--- config.mk ---
export PLATFORM = sky130hd
export DESIGN_NAME = scalar_writeback_unit_flat
export DESIGN_NICKNAME = d
export VERILOG_FILES = /design/src/rtl/scalar_writeback_unit_if.sv /design/src/rtl/scalar_writeback_unit.sv /design/src/flat_wrapper.sv
export SDC_FILE = /design/constraint.sdc
export NUM_CORES = 1
export LEC_CHECK = 0
export ABC_CLOCK_PERIOD_IN_PS = 3600
export CAP_MARGIN = 20
export CORE_ASPECT_RATIO = 1.1
export CORE_UTILIZATION = 50
export DETAILED_ROUTE_END_ITERATION = 10
export PLACE_DENSITY = 0.88
export SLEW_MARGIN = 25
export SYNTH_ARGS = -nofsm -noshare
export SYNTH_HDL_FRONTEND = slang
export SYNTH_SLANG_ARGS = --single-unit
--- constraint.sdc ---
create_clock -name clk -period 3.6 [get_ports clk]
set_clock_uncertainty 0.15 [all_clocks]
set_input_delay 1.08 -clock clk [delete_from_list [all_inputs] [get_ports clk]]
set_output_delay 1.08 -clock clk [all_outputs]
set_load 0.05 [all_outputs]
--- src/rtl/scalar_writeback_unit_if.sv ---
// scalar_writeback_unit_if
//   Bundles every bus-level signal of the scalar writeback unit. The unit
//   itself uses the slave modport. Whatever produces results and drives the
//   decode selects uses the master modport.
//
//   Result request paths (master -> slave, except the ready lines):
//     memValid/memReg/memData, memReady   load result and its acceptance
//     aluValid/aluReg/aluData, aluReady   ALU result and its acceptance
//   Register file write port (slave -> master):
//     regWrEn, regToWrite, dataIn
//   Forwarding lookup:
//     rSel1, rSel2                        decode read selects (master -> slave)
//     fwd1Hit/fwd1Data, fwd2Hit/fwd2Data  newest pending value per select
//   Status:
//     pendingCount                        occupied FIFO entries
interface scalar_writeback_unit_if #(
  parameter int registerSize  = 8,
  parameter int selectionBits = 2,
  parameter int fifoDepth     = 4
);
  localparam int countBits = $clog2(fifoDepth) + 1;

  logic                     memValid;
  logic [selectionBits-1:0] memReg;
  logic [registerSize-1:0]  memData;
  logic                     memReady;

  logic                     aluValid;
  logic [selectionBits-1:0] aluReg;
  logic [registerSize-1:0]  aluData;
  logic                     aluReady;

  logic                     regWrEn;
  logic [selectionBits-1:0] regToWrite;
  logic [registerSize-1:0]  dataIn;

  logic [selectionBits-1:0] rSel1;
  logic [selectionBits-1:0] rSel2;
  logic                     fwd1Hit;
  logic [registerSize-1:0]  fwd1Data;
  logic                     fwd2Hit;
  logic [registerSize-1:0]  fwd2Data;

  logic [countBits-1:0]     pendingCount;

  modport master (
    output memValid, memReg, memData, aluValid, aluReg, aluData, rSel1, rSel2,
    input  memReady, aluReady, regWrEn, regToWrite, dataIn,
           fwd1Hit, fwd1Data, fwd2Hit, fwd2Data, pendingCount
  );

  modport slave (
    input  memValid, memReg, memData, aluValid, aluReg, aluData, rSel1, rSel2,
    output memReady, aluReady, regWrEn, regToWrite, dataIn,
           fwd1Hit, fwd1Data, fwd2Hit, fwd2Data, pendingCount
  );
endinterface

--- src/rtl/scalar_writeback_unit.sv ---
// scalar_writeback_unit
//   Write-side master of the scalar register file. The unit accepts at most
//   one result per cycle from the load path or the ALU path. The load path
//   wins when both are valid. Accepted results queue in an in-order FIFO. The
//   FIFO drains one entry per cycle into a registered write stage that drives
//   the single register file write port. Decode can look up both of its read
//   selects against every pending write, so values that are still in flight
//   are visible before they are committed.
//
//   Ports:
//     clk    rising-edge clock
//     reset  asynchronous reset, active low (0 = in reset)
//     bus    scalar_writeback_unit_if.slave: request paths, write port,
//            forwarding lookup and pending count
module scalar_writeback_unit #(
  parameter int registerSize     = 8,
  parameter int registerQuantity = 4,
  parameter int selectionBits    = 2,
  parameter int fifoDepth        = 4
) (
  input  logic                    clk,
  input  logic                    reset,
  scalar_writeback_unit_if.slave  bus
);
  localparam int ptrBits   = $clog2(fifoDepth);
  localparam int countBits = ptrBits + 1;

  // The register index must be wide enough to address every register.
  // This block is empty on purpose. Its guard records that constraint.
  if (registerQuantity > (1 << selectionBits)) begin : gSelectionTooNarrow
  end

  logic [selectionBits-1:0] fifoReg  [fifoDepth];
  logic [registerSize-1:0]  fifoData [fifoDepth];

  logic [ptrBits-1:0]       wrPtr;
  logic [ptrBits-1:0]       rdPtr;
  logic [countBits-1:0]     count;

  logic                     full;
  logic                     empty;
  logic                     memAccept;
  logic                     aluAccept;
  logic                     push;
  logic                     pop;
  logic [selectionBits-1:0] pushReg;
  logic [registerSize-1:0]  pushData;

  logic                     regWrEnQ;
  logic [selectionBits-1:0] regToWriteQ;
  logic [registerSize-1:0]  dataInQ;

  logic [ptrBits-1:0]       scanIdx;
  logic                     fwd1HitC;
  logic [registerSize-1:0]  fwd1DataC;
  logic                     fwd2HitC;
  logic [registerSize-1:0]  fwd2DataC;

  // Acceptance and arbitration.
  // Ready is taken from the current count only. A pop on the same edge does
  // not free a slot, so a full FIFO always costs one stall cycle. This keeps
  // the ready path free of the drain logic.
  always_comb begin
    full      = (count == countBits'(fifoDepth));
    empty     = (count == '0);
    memAccept = bus.memValid && !full;
    aluAccept = bus.aluValid && !full && !bus.memValid;
    push      = memAccept || aluAccept;
    pop       = !empty;
    pushReg   = memAccept ? bus.memReg  : bus.aluReg;
    pushData  = memAccept ? bus.memData : bus.aluData;
  end

  assign bus.memReady = !full;
  assign bus.aluReady = !full && !bus.memValid;

  // Pointer and occupancy bookkeeping.
  // The pointers wrap naturally because the depth is a power of two. The
  // count saturates by construction, since ready blocks any push when full.
  always_ff @(posedge clk or negedge reset) begin
    if (!reset) begin
      wrPtr <= '0;
      rdPtr <= '0;
      count <= '0;
    end else begin
      if (push) wrPtr <= wrPtr + 1'b1;
      if (pop)  rdPtr <= rdPtr + 1'b1;
      count <= count + countBits'(push) - countBits'(pop);
    end
  end

  // FIFO storage. This block has no reset. After reset the count is zero,
  // so the old contents are never looked at again.
  always_ff @(posedge clk) begin
    if (push) begin
      fifoReg[wrPtr]  <= pushReg;
      fifoData[wrPtr] <= pushData;
    end
  end

  // Registered write stage. The head moves here whenever the FIFO holds
  // anything. When the FIFO is empty, only the enable drops. Index and data
  // keep their last values.
  always_ff @(posedge clk or negedge reset) begin
    if (!reset) begin
      regWrEnQ    <= 1'b0;
      regToWriteQ <= '0;
      dataInQ     <= '0;
    end else if (pop) begin
      regWrEnQ    <= 1'b1;
      regToWriteQ <= fifoReg[rdPtr];
      dataInQ     <= fifoData[rdPtr];
    end else begin
      regWrEnQ    <= 1'b0;
    end
  end

  assign bus.regWrEn      = regWrEnQ;
  assign bus.regToWrite   = regToWriteQ;
  assign bus.dataIn       = dataInQ;
  assign bus.pendingCount = count;

  // Forwarding lookup.
  // The scan starts with the write stage, which is the oldest pending write.
  // It then walks the occupied FIFO entries from head to tail. Each later
  // match overrides an earlier one, so the youngest pending value wins.
  always_comb begin
    fwd1HitC  = 1'b0;
    fwd1DataC = '0;
    fwd2HitC  = 1'b0;
    fwd2DataC = '0;
    scanIdx   = '0;
    if (regWrEnQ && (regToWriteQ == bus.rSel1)) begin
      fwd1HitC  = 1'b1;
      fwd1DataC = dataInQ;
    end
    if (regWrEnQ && (regToWriteQ == bus.rSel2)) begin
      fwd2HitC  = 1'b1;
      fwd2DataC = dataInQ;
    end
    for (int i = 0; i < fifoDepth; i++) begin
      scanIdx = rdPtr + ptrBits'(i);
      if (countBits'(i) < count) begin
        if (fifoReg[scanIdx] == bus.rSel1) begin
          fwd1HitC  = 1'b1;
          fwd1DataC = fifoData[scanIdx];
        end
        if (fifoReg[scanIdx] == bus.rSel2) begin
          fwd2HitC  = 1'b1;
          fwd2DataC = fifoData[scanIdx];
        end
      end
    end
  end

  assign bus.fwd1Hit  = fwd1HitC;
  assign bus.fwd1Data = fwd1DataC;
  assign bus.fwd2Hit  = fwd2HitC;
  assign bus.fwd2Data = fwd2DataC;
endmodule
--- src/flat_wrapper.sv ---
// flat-port wrapper written by rule: the top's interface ports become plain ports
module scalar_writeback_unit_flat 
#(
  parameter int registerSize     = 8,
  parameter int registerQuantity = 4,
  parameter int selectionBits    = 2,
  parameter int fifoDepth        = 4
)
  (clk, reset, bus_memValid, bus_memReg, bus_memData, bus_aluValid, bus_aluReg, bus_aluData, bus_rSel1, bus_rSel2, bus_memReady, bus_aluReady, bus_regWrEn, bus_regToWrite, bus_dataIn, bus_fwd1Hit, bus_fwd1Data, bus_fwd2Hit, bus_fwd2Data, bus_pendingCount);
  scalar_writeback_unit_if #(.registerSize(registerSize), .selectionBits(selectionBits), .fifoDepth(fifoDepth)) bus_i ();
  input  logic clk;
  input  logic reset;
  input wire logic [$bits(bus_i.memValid)-1:0] bus_memValid;
  input wire logic [$bits(bus_i.memReg)-1:0] bus_memReg;
  input wire logic [$bits(bus_i.memData)-1:0] bus_memData;
  input wire logic [$bits(bus_i.aluValid)-1:0] bus_aluValid;
  input wire logic [$bits(bus_i.aluReg)-1:0] bus_aluReg;
  input wire logic [$bits(bus_i.aluData)-1:0] bus_aluData;
  input wire logic [$bits(bus_i.rSel1)-1:0] bus_rSel1;
  input wire logic [$bits(bus_i.rSel2)-1:0] bus_rSel2;
  output wire logic [$bits(bus_i.memReady)-1:0] bus_memReady;
  output wire logic [$bits(bus_i.aluReady)-1:0] bus_aluReady;
  output wire logic [$bits(bus_i.regWrEn)-1:0] bus_regWrEn;
  output wire logic [$bits(bus_i.regToWrite)-1:0] bus_regToWrite;
  output wire logic [$bits(bus_i.dataIn)-1:0] bus_dataIn;
  output wire logic [$bits(bus_i.fwd1Hit)-1:0] bus_fwd1Hit;
  output wire logic [$bits(bus_i.fwd1Data)-1:0] bus_fwd1Data;
  output wire logic [$bits(bus_i.fwd2Hit)-1:0] bus_fwd2Hit;
  output wire logic [$bits(bus_i.fwd2Data)-1:0] bus_fwd2Data;
  output wire logic [$bits(bus_i.pendingCount)-1:0] bus_pendingCount;
  assign bus_i.memValid = bus_memValid;
  assign bus_i.memReg = bus_memReg;
  assign bus_i.memData = bus_memData;
  assign bus_i.aluValid = bus_aluValid;
  assign bus_i.aluReg = bus_aluReg;
  assign bus_i.aluData = bus_aluData;
  assign bus_i.rSel1 = bus_rSel1;
  assign bus_i.rSel2 = bus_rSel2;
  assign bus_memReady = bus_i.memReady;
  assign bus_aluReady = bus_i.aluReady;
  assign bus_regWrEn = bus_i.regWrEn;
  assign bus_regToWrite = bus_i.regToWrite;
  assign bus_dataIn = bus_i.dataIn;
  assign bus_fwd1Hit = bus_i.fwd1Hit;
  assign bus_fwd1Data = bus_i.fwd1Data;
  assign bus_fwd2Hit = bus_i.fwd2Hit;
  assign bus_fwd2Data = bus_i.fwd2Data;
  assign bus_pendingCount = bus_i.pendingCount;
  scalar_writeback_unit #(.registerSize(registerSize), .registerQuantity(registerQuantity), .selectionBits(selectionBits), .fifoDepth(fifoDepth)) u_core (.clk(clk), .reset(reset), .bus(bus_i));
endmodule
==> results.ini <==
[status]
outcome=finished with violations
failed_checks=setup timing

[place]
place.gp.congestion=0.878
dp_hpwl_um=9540
portBuffers=61

[yosys]
syn_avg_cell_area_um2=11.6
synth_seq_cells=58
synth_cells=375
synth_top_area_share=0.277
ys_top_cells_by_area=edfxtp_1 28%, mux2_2 13%, dfrtp_1 10%
synth_largest_area_cell=edfxtp_1
synth_cell_types=44
synth_area_um2=4340
yosysWarnings=0
ys_async_sr_fraction=0.310
synth_edf_count=40
synth_seq_area_share=0.381
synth_nets=412
dominantRegCellSynth=edfxtp_1

[timing]
worstMarginPinSlew_ns=1.14
relSlewSlack=0.233
max_freq_ghz=0.213
maxSlewViolCount=0
rsz0062_at_grt=true
layout_min_cycle_time_ns=4.70
setup_slack_ns=-1.10
finalCritPeriodShare=1.31
finalSetupViolations=18
hold_slack_ns=0.407
setup_tns_ns=-12.72
final-hold-violation-count=0

[die]
ios=62
start_util=0.516
die-width_um=90.8
core_area_um2=8410
placementRows=35
design.die.area_um2=9050
die_h_um=99.7

[cells_and_area]
final_common_cell=buf_4
drive_above_1_share=0.588
area_growth_syn_to_layout_pct=69.2
nFillCells=313
layout.nets=561
layout_common_cells=70 x buf_4, 52 x mux2_2, 40 x edfxtp_1, 37 x clkdlybuf4s50_1, 27 x buf_12

[clocking]
clock_path_buffers=2
postCtsHoldBufs=0
h-tree-depth=3
cts_tree=built
cts_sinks=58
numCtsBuffers=9
cts.root.buffer_cell=clkbuf_8
path_clk_slew_ns=0.08
clock_latency_ns=0.35

[detailed_routing]
routedLengthMet1_um=6630
wl_per_cell_um=30.7
drt_iter0_markers=479
wl_met2_um=8880
drcViolationCount=0
drtAntennaViolNets=0
via_count=4595
wl_um=19700
wl_met3_um=2370
drt-pass1-iter-count=5
routed_via_density=7.17
top_layer=met5

[worst_setup_path]
crit_type=flop to output port
arrival_ns=3.47
rr_startpoint=u_core.bus.pendingCount[1]
endpoint_kind=output port
cp-startpoint=u_core.rdPtr[0]
cp-start-kind=flop
critPathMaxFanout=6
cp.required_ns=2.37

[grt]
grt_pass1_vias=4615
grt_usage=0.384
antenna_found_initial=1
grt_max_degree=34
grt.overflow.total=0
grt_pass1_wl_um=26100

[flow_run]
drv_cap=0

[min_path]
holdCritStartpoint=u_core.bus.dataIn[6]
hp-class=flop to flop

==> worst max-delay path, cell delays in order (launching register included) <==
cell and delay [ns]:
dfrtp_2 0.49, mux4_2 0.68, xor2_2 0.23, buf_4 0.19
nor4_2 0.61, nor4_1 0.15, buf_4 0.18, o41ai_4 0.40
buf_12 0.18
==> sequential cells by signal, summed over array words and instances (netlist names) <==
register                 flops
u_core.fifoData             32
u_core.bus.pendingCount      3
u_core.wrPtr                 2
u_core.bus.regWrEn           1
u_core.bus.regToWrite        2
u_core.fifoReg               8
u_core.bus.dataIn            8
u_core.rdPtr                 2
==> layout make-up <==
type                       instances  area, um2  area share
timing repair buffer             162       1730       0.235
sequential                        58       1660       0.226
tap                              111        139      0.0189
multi-input combinational        277       3570       0.486
clock buffer                      11        131      0.0179
clock inverter                     5       55.1     0.00750
antenna                            1       2.50    0.000341
inverter                          16       60.1     0.00818
==> stage by stage <==
step	cell area, um2	std cells	setup WS (ns)	util
after floorplan	4730	375	-0.374	-
after global placement	6060	592	-0.757	0.721
after detailed placement	6060	592	-0.824	0.721
after CTS	7010	636	-0.551	0.833
after global routing	7340	640	-1.11	0.873
final	7340	641	-1.10	0.873
==> cell families (layout without fill, tap and decap cells) <==
group / Yosys count / after routing / synth area share
AOI/OAI and AO/OA: 51 / 51 / 0.0958
xor gates and xnor gates: 28 / 28 / 0.0669
adders and majority gates: 9 / 9 / 0.0277
buffers and inverters: 43 / 194 / 0.0470
DFF: 58 / 58 / 0.381
muxes: 84 / 84 / 0.232
other: 0 / 1 / 0
and+or+nand+nor: 102 / 105 / 0.150
==> routing by layer <==
metal  up-vias  track usage
met5         -            0
met4         2        0.254
met3       180       0.0917
met2       411        0.642
met1      2206        0.442
li1       1796            -
==> synthesized netlist by cell type (all sizes together) (9+ instances only) <==
cell and number:
and3b 9, nand2 14, a311oi 16, mux2 52
mux2i 24, buf 17, xnor2 18, edfxtp 40
inv 16, xor2 10, o21ai 9, nor4 40
clkbuf 10, dfrtp 18, o41ai 15
==> repair_timing <==
item | CTS | global route
gates cloned | 8 | 1
endpoints found under the setup margin | 18 | 18
resized for setup | 94 | 54
setup buffers | 22 | 7
pin swaps | 30 | 18
==> final timing paths <==
check,endpoint,slack [ns],depth (start not counted)
max,bus_fwd2Data[3],-1.10,8
min,u_core.bus.dataIn[6],0.41,2
max reg2reg,u_core.bus.pendingCount[2],1.05,9
min reg2reg,u_core.bus.dataIn[6],0.41,2
max in group asynchronous,u_core.rdPtr[1],2.39,1
min in group asynchronous,u_core.rdPtr[0],0.54,1
Power is left out: the tool's default activity adds up to more than one toggle a clock period on the data nets, which glitch-free logic cannot reach.
==> RTL edit 1 (config.mk and constraints unchanged) <==
Reset style: synchronous (`reset`), changed in 2 clocked blocks. Comments in the files are not updated.
--- a/src/rtl/scalar_writeback_unit.sv
+++ b/src/rtl/scalar_writeback_unit.sv
@@ -77,7 +77,7 @@
   // Pointer and occupancy bookkeeping.
   // The pointers wrap naturally because the depth is a power of two. The
   // count saturates by construction, since ready blocks any push when full.
-  always_ff @(posedge clk or negedge reset) begin
+  always_ff @(posedge clk) begin
     if (!reset) begin
       wrPtr <= '0;
       rdPtr <= '0;
@@ -101,7 +101,7 @@
   // Registered write stage. The head moves here whenever the FIFO holds
   // anything. When the FIFO is empty, only the enable drops. Index and data
   // keep their last values.
-  always_ff @(posedge clk or negedge reset) begin
+  always_ff @(posedge clk) begin
     if (!reset) begin
       regWrEnQ    <= 1'b0;
       regToWriteQ <= '0;
Formal check against the unedited RTL: differs if reset is asserted again (counterexample within 4 cycles, from zero or initial values and one cycle with reset low); with reset held inactive, the same outputs for 10 cycles.
==> RTL edit 1 against the unedited design <==
- the flow still finishes with violations (setup timing)
- routed wire length decreased by 4.3%
- setup slack improved by 0.39 ns
- design area fell by 0.27%
- area after synthesis shrank 1.1%
- critical path depth is 1 higher
- sequential cell count grew 2
- via count is 2.3% lower
- register-to-register slack lost 0.06 ns
- non-clock buffer count down 17
- critical path type is now in2out
Power is not shown: default switching activity piles up to over one toggle a cycle in this logic, so the estimate is an artifact.
==> RTL edit 1: results (changes against the unedited design) <==
\begin{tabular}{lr}
\hline
Metric & Value \\
\hline
\multicolumn{2}{l}{\textbf{Outcome}} \\
\quad Result of the run & finished with violations (unchanged) \\
\quad Violations in the final reports & setup timing (unchanged) \\
\multicolumn{2}{l}{\textbf{STA}} \\
\quad Setup TNS & -9.35 ns (was -12.72 ns) \\
\quad Final setup violation count & 18 (unchanged) \\
\quad Slew Limit Headroom & 48.7\% (was 23.3\%) \\
\quad Crit path setup slack, layout & -0.706 ns (was -1.10 ns) \\
\multicolumn{2}{l}{\textbf{Drt}} \\
\quad Vias & 4,491 (was 4,595) \\
\quad First DRT Iteration DRCs & 406 (was 479) \\
\quad Vias per Instance & 7.05 (was 7.17) \\
\quad Wire per inst & 29.6 microns (was 30.7 microns) \\
\multicolumn{2}{l}{\textbf{Global route}} \\
\quad Number of global-route vias before repair & 4,341 (was 4,615) \\
\quad Antenna violations before repair & 0 (was 1) \\
\quad Met3 Resource Use GR & 8.18\% (was 9.17\%) \\
\quad Met2 track demand over resource & 60.5\% (was 64.2\%) \\
\quad Overall fraction of global-route tracks in use & 34.8\% (was 38.4\%) \\
\quad Maximum number of pins on one net before global-route repair & 26 (was 34) \\
\quad Met1 Usage GRT & 39.8\% (was 44.2\%) \\
\multicolumn{2}{l}{\textbf{Setup path}} \\
\quad Largest fanout of any net on the critical path & 9 (was 6) \\
\quad Minimum setup slack among reg-to-reg paths & 0.99 ns (was 1.05 ns) \\
\multicolumn{2}{l}{\textbf{Synthesis}} \\
\quad Net Count, Synth & 422 (was 412) \\
\quad Synthesized area per cell & 11.1 sq um (was 11.6 sq um) \\
\quad Commonest cells in the synthesized netlist & edfxtp\_1 (40), mux2\_2 (34), mux2i\_1 (33) (was mux2\_2 (52), edfxtp\_1 (40), nor4\_1 (40)) \\
\quad Top post-synthesis cells by area & edfxtp\_1 (28\%), dfxtp\_1 (9.3\%), mux2\_2 (8.9\%), mux4\_2 (8.4\%), mux2i\_1 (7.7\%) (was edfxtp\_1 (28\%), mux2\_2 (13\%), dfrtp\_1 (10\%), nor4\_1 (5.8\%), mux2i\_1 (5.5\%)) \\
\quad Asr flop ratio synth & 0\% (was 31.0\%) \\
\multicolumn{2}{l}{\textbf{Clocking}} \\
\quad Register clock-pin slew on the reported worst setup and hold paths & 0.06 ns (was 0.08 ns) \\
\quad Clock latency reported for the late side of the worst-skew pair & 0.37 ns (was 0.35 ns) \\
\multicolumn{2}{l}{\textbf{Layout}} \\
\quad Final-stage net count & 558 (was 561) \\
\quad Area used by multi-input combinational logic & 3710 sq um (was 3570 sq um) \\
\quad Number of fillers in the final layout & 303 (was 313) \\
\quad Fraction of final layout cells with drive strength greater than 1 & 54.2\% (was 58.8\%) \\
\quad Count of inserted antenna diode cells & 0 (was 1) \\
\multicolumn{2}{l}{\textbf{Placed design}} \\
\quad Final estimated routing congestion in global placement & 0.861 (was 0.878) \\
\quad Worst Setup Slack post-DPL & -0.921 ns (was -0.824 ns) \\
\quad Detail Placement HPWL & 8920 microns (was 9540 microns) \\
\hline
\end{tabular}
[RTL edit 1: path summary, 6_finish.rpt]
check / end / start
setup reg to reg: u_core.bus.pendingCount[2] / u_core.bus.pendingCount[2]
hold / removal: u_core.wrPtr[1] / u_core.wrPtr[1]
hold reg to reg: u_core.wrPtr[1] / u_core.wrPtr[1]
setup / recovery: bus_fwd1Data[1] / bus_rSel1[0]
[RTL edit 1: layout make-up]
| cell class | count | area share (%) |
|---|---|---|
| Inverter | 24 | 1.23 |
| Clock inverter | 6 | 1.52 |
| Multi-Input combinational cell | 281 | 50.6 |
| Sequential cell | 60 | 21.9 |
| Timing Repair Buffer | 145 | 20.9 |
| Clock buffer | 10 | 1.88 |
| Tap cell | 111 | 1.90 |
[RTL edit 1: what timing repair did]
item	in CTS	in global routing
pin swaps	30	41
setup buffers	13	13
cloned	6	2
endpoints found under the setup margin	18	18
resized for setup	115	51
[RTL edit 1: cell families (layout without fill, tap and decap cells)]
| family | Yosys count | after routing | synth area share [%] |
|---|---|---|---|
| fa+ha+maj | 9 | 9 | 2.80 |
| flops | 60 | 60 | 37.3 |
| xor+xnor | 25 | 26 | 5.45 |
| simple gates | 89 | 94 | 12.2 |
| mux | 83 | 83 | 25.0 |
| compound gates | 69 | 69 | 11.8 |
| buf+inv | 50 | 185 | 5.37 |
[RTL edit 1: worst max-delay path: stages]
cell and delay, ns:
buf_2 0.16, xnor2_1 0.20, nand3_1 0.11, buf_4 0.23, a311oi_2 0.53, a2111oi_4 0.12
buf_4 0.18, o32ai_4 0.28, buf_12 0.18
[RTL edit 1: routing by layer]
layer / vias up / part of all wire, %
met2: 409 / 47
met5: - / 0
met1: 2162 / 36
li1: 1779 / -
met3: 141 / 9.6
met4: 0 / 7.3
==> RTL edit 2 (same flow settings) <==
Without the edit above. `selectionBits` is set to 2 in 3 places; all go to 1.
--- a/src/rtl/scalar_writeback_unit_if.sv
+++ b/src/rtl/scalar_writeback_unit_if.sv
@@ -15,7 +15,7 @@
 //     pendingCount                        occupied FIFO entries
 interface scalar_writeback_unit_if #(
   parameter int registerSize  = 8,
-  parameter int selectionBits = 2,
+  parameter int selectionBits = 1,
   parameter int fifoDepth     = 4
 );
   localparam int countBits = $clog2(fifoDepth) + 1;
--- a/src/rtl/scalar_writeback_unit.sv
+++ b/src/rtl/scalar_writeback_unit.sv
@@ -15,7 +15,7 @@
 module scalar_writeback_unit #(
   parameter int registerSize     = 8,
   parameter int registerQuantity = 4,
-  parameter int selectionBits    = 2,
+  parameter int selectionBits    = 1,
   parameter int fifoDepth        = 4
 ) (
   input  logic                    clk,
--- a/src/flat_wrapper.sv
+++ b/src/flat_wrapper.sv
@@ -3,7 +3,7 @@
 #(
   parameter int registerSize     = 8,
   parameter int registerQuantity = 4,
-  parameter int selectionBits    = 2,
+  parameter int selectionBits    = 1,
   parameter int fifoDepth        = 4
 )
   (clk, reset, bus_memValid, bus_memReg, bus_memData, bus_aluValid, bus_aluReg, bus_aluData, bus_rSel1, bus_rSel2, bus_memReady, bus_aluReady, bus_regWrEn, bus_regToWrite, bus_dataIn, bus_fwd1Hit, bus_fwd1Data, bus_fwd2Hit, bus_fwd2Data, bus_pendingCount);
Ports: changed (5 resized); port bits go from 62 to 57. The function was not compared with the original's and may differ.
==> RTL edit 2 against the unedited design <==
- critical path type unchanged
- area after synthesis is 13% lower
- largest cell class unchanged
- fmax up 18%
- sequential cell count down 5
- the flow finishes with violations (DRC, setup timing)
- sequential share of layout area rose by 3.4 points
- design area shrank 21%
- setup slack gained 0.72 ns
- routed wire length down 33%
Power is not shown: default switching activity piles up to over one toggle a cycle in this logic, so the estimate is an artifact.
==> RTL edit 2: results (changes against the unedited design) <==
\begin{tabular}{lr}
\hline
Metric & Value \\
\hline
\multicolumn{2}{l}{\textbf{Outcome}} \\
\quad Result of the run & finished with violations (unchanged) \\
\quad Violations in the final reports & DRC, setup timing (was setup timing) \\
\multicolumn{2}{l}{\textbf{Drt}} \\
\quad Vias per Instance & 6.90 (was 7.17) \\
\quad Drt drc & 2 (was 0) \\
\quad First DRT Iteration DRCs & 405 (was 479) \\
\quad Routed wire length on met3 & 1170 microns (was 2370 microns) \\
\quad Sum of routed wire length over all layers & 13,200 microns (was 19,700 microns) \\
\multicolumn{2}{l}{\textbf{Placed design}} \\
\quad Final estimated routing congestion in global placement & 0.874 (was 0.878) \\
\quad Total placed cells including tap cells & 537 (was 592) \\
\multicolumn{2}{l}{\textbf{Clocking}} \\
\quad Clock latency reported for the late side of the worst-skew pair & 0.32 ns (was 0.35 ns) \\
\multicolumn{2}{l}{\textbf{STA}} \\
\quad Crit path setup slack, layout & -0.375 ns (was -1.10 ns) \\
\quad Setup TNS & -4.57 ns (was -12.72 ns) \\
\quad Final setup violation count & 18 (unchanged) \\
\quad Slew at the pin with the worst max-slew slack & 0.875 ns (was 1.14 ns) \\
\multicolumn{2}{l}{\textbf{Layout}} \\
\quad Number of fillers in the final layout & 346 (was 313) \\
\quad Fraction of final layout cells with drive strength greater than 1 & 40.7\% (was 58.8\%) \\
\multicolumn{2}{l}{\textbf{Global route}} \\
\quad Maximum number of pins on one net before global-route repair & 42 (was 34) \\
\quad Wire length of the first global-routing pass & 18,800 microns (was 26,100 microns) \\
\quad Number of global-route vias before repair & 3,726 (was 4,615) \\
\multicolumn{2}{l}{\textbf{Setup path}} \\
\quad Largest stage delay, worst path & 0.44 ns (was 0.68 ns) \\
\quad Slowest CP cell & dfrtp\_2 (was mux4\_2) \\
\multicolumn{2}{l}{\textbf{Synthesis}} \\
\quad Top post-synthesis cells by area & edfxtp\_1 (29\%), dfrtp\_1 (11\%), mux2i\_1 (6.6\%), nor3\_1 (5.4\%), mux2\_2 (5.4\%) (was edfxtp\_1 (28\%), mux2\_2 (13\%), dfrtp\_1 (10\%), nor4\_1 (5.8\%), mux2i\_1 (5.5\%)) \\
\quad Post-synth cell types & 43 (was 44) \\
\quad Portion of the post-synthesis area used by sequential elements & 39.8\% (was 38.1\%) \\
\quad Asr flop ratio synth & 32.1\% (was 31.0\%) \\
\quad Synthesized netlist cell count & 386 (was 375) \\
\hline
\end{tabular}
RTL edit 2: cell count changes after synthesis, moves of 10 or more:
cell and change:
mux2_2 -34, nand2_1 +34, a311oi_1 -16, nor2b_1 +10, nor3_1 +39, nor4_1 -40
o221ai_1 +17, o41ai_1 -14, a21oi_1 +17, o21ai_0 +14
RTL edit 2: kinds of logic after synthesis:
logic type               Yosys count  share of synthesized area [%]
AO/OA/AOI/OAI                     91                           17.1
XOR/XNOR                          13                           3.21
adder cells (fa/ha/maj)            9                           3.17
buffers and inverters             32                           3.84
flip-flops                        53                           39.8
multiplexers                      48                           14.7
AND/OR/NAND/NOR                  140                           18.2
RTL edit 2: worst paths after layout:
kind | startpoint | end | slack [ns] | cells past startpoint
setup / recovery | u_core.bus.pendingCount[2] | bus_fwd1Data[6] | -0.37 | 8
hold / removal | u_core.bus.dataIn[5] | u_core.bus.dataIn[5] | 0.42 | 2
setup reg to reg | u_core.bus.pendingCount[2] | u_core.bus.pendingCount[2] | 1.13 | 9
hold reg to reg | u_core.bus.dataIn[5] | u_core.bus.dataIn[5] | 0.42 | 2
max in group asynchronous | reset | u_core.bus.pendingCount[1] | 1.61 | 1
min in group asynchronous | reset | u_core.rdPtr[1] | 1.10 | 1
RTL edit 2: timing repair:
| action | CTS | global route |
|---|---|---|
| hold buffers | 0 | 0 |
| setup endpoints to repair | 18 | 18 |
| pin swaps | 13 | 20 |
| gates resized for setup | 91 | 48 |
| cloned | 1 | 1 |
| setup buffers | 5 | 8 |
RTL edit 2: cell type report:
type                    instances  area, sq um  share of cell area, %
multi-input cells             302         2970                   51.0
flip-flops and latches         53         1510                   26.0
repair buffers                101         1080                   18.6
well taps                      85          106                   1.83
clock buffers                   6         72.6                   1.25
inverters                      10         40.0                  0.688
clock inverters                 2         38.8                  0.667
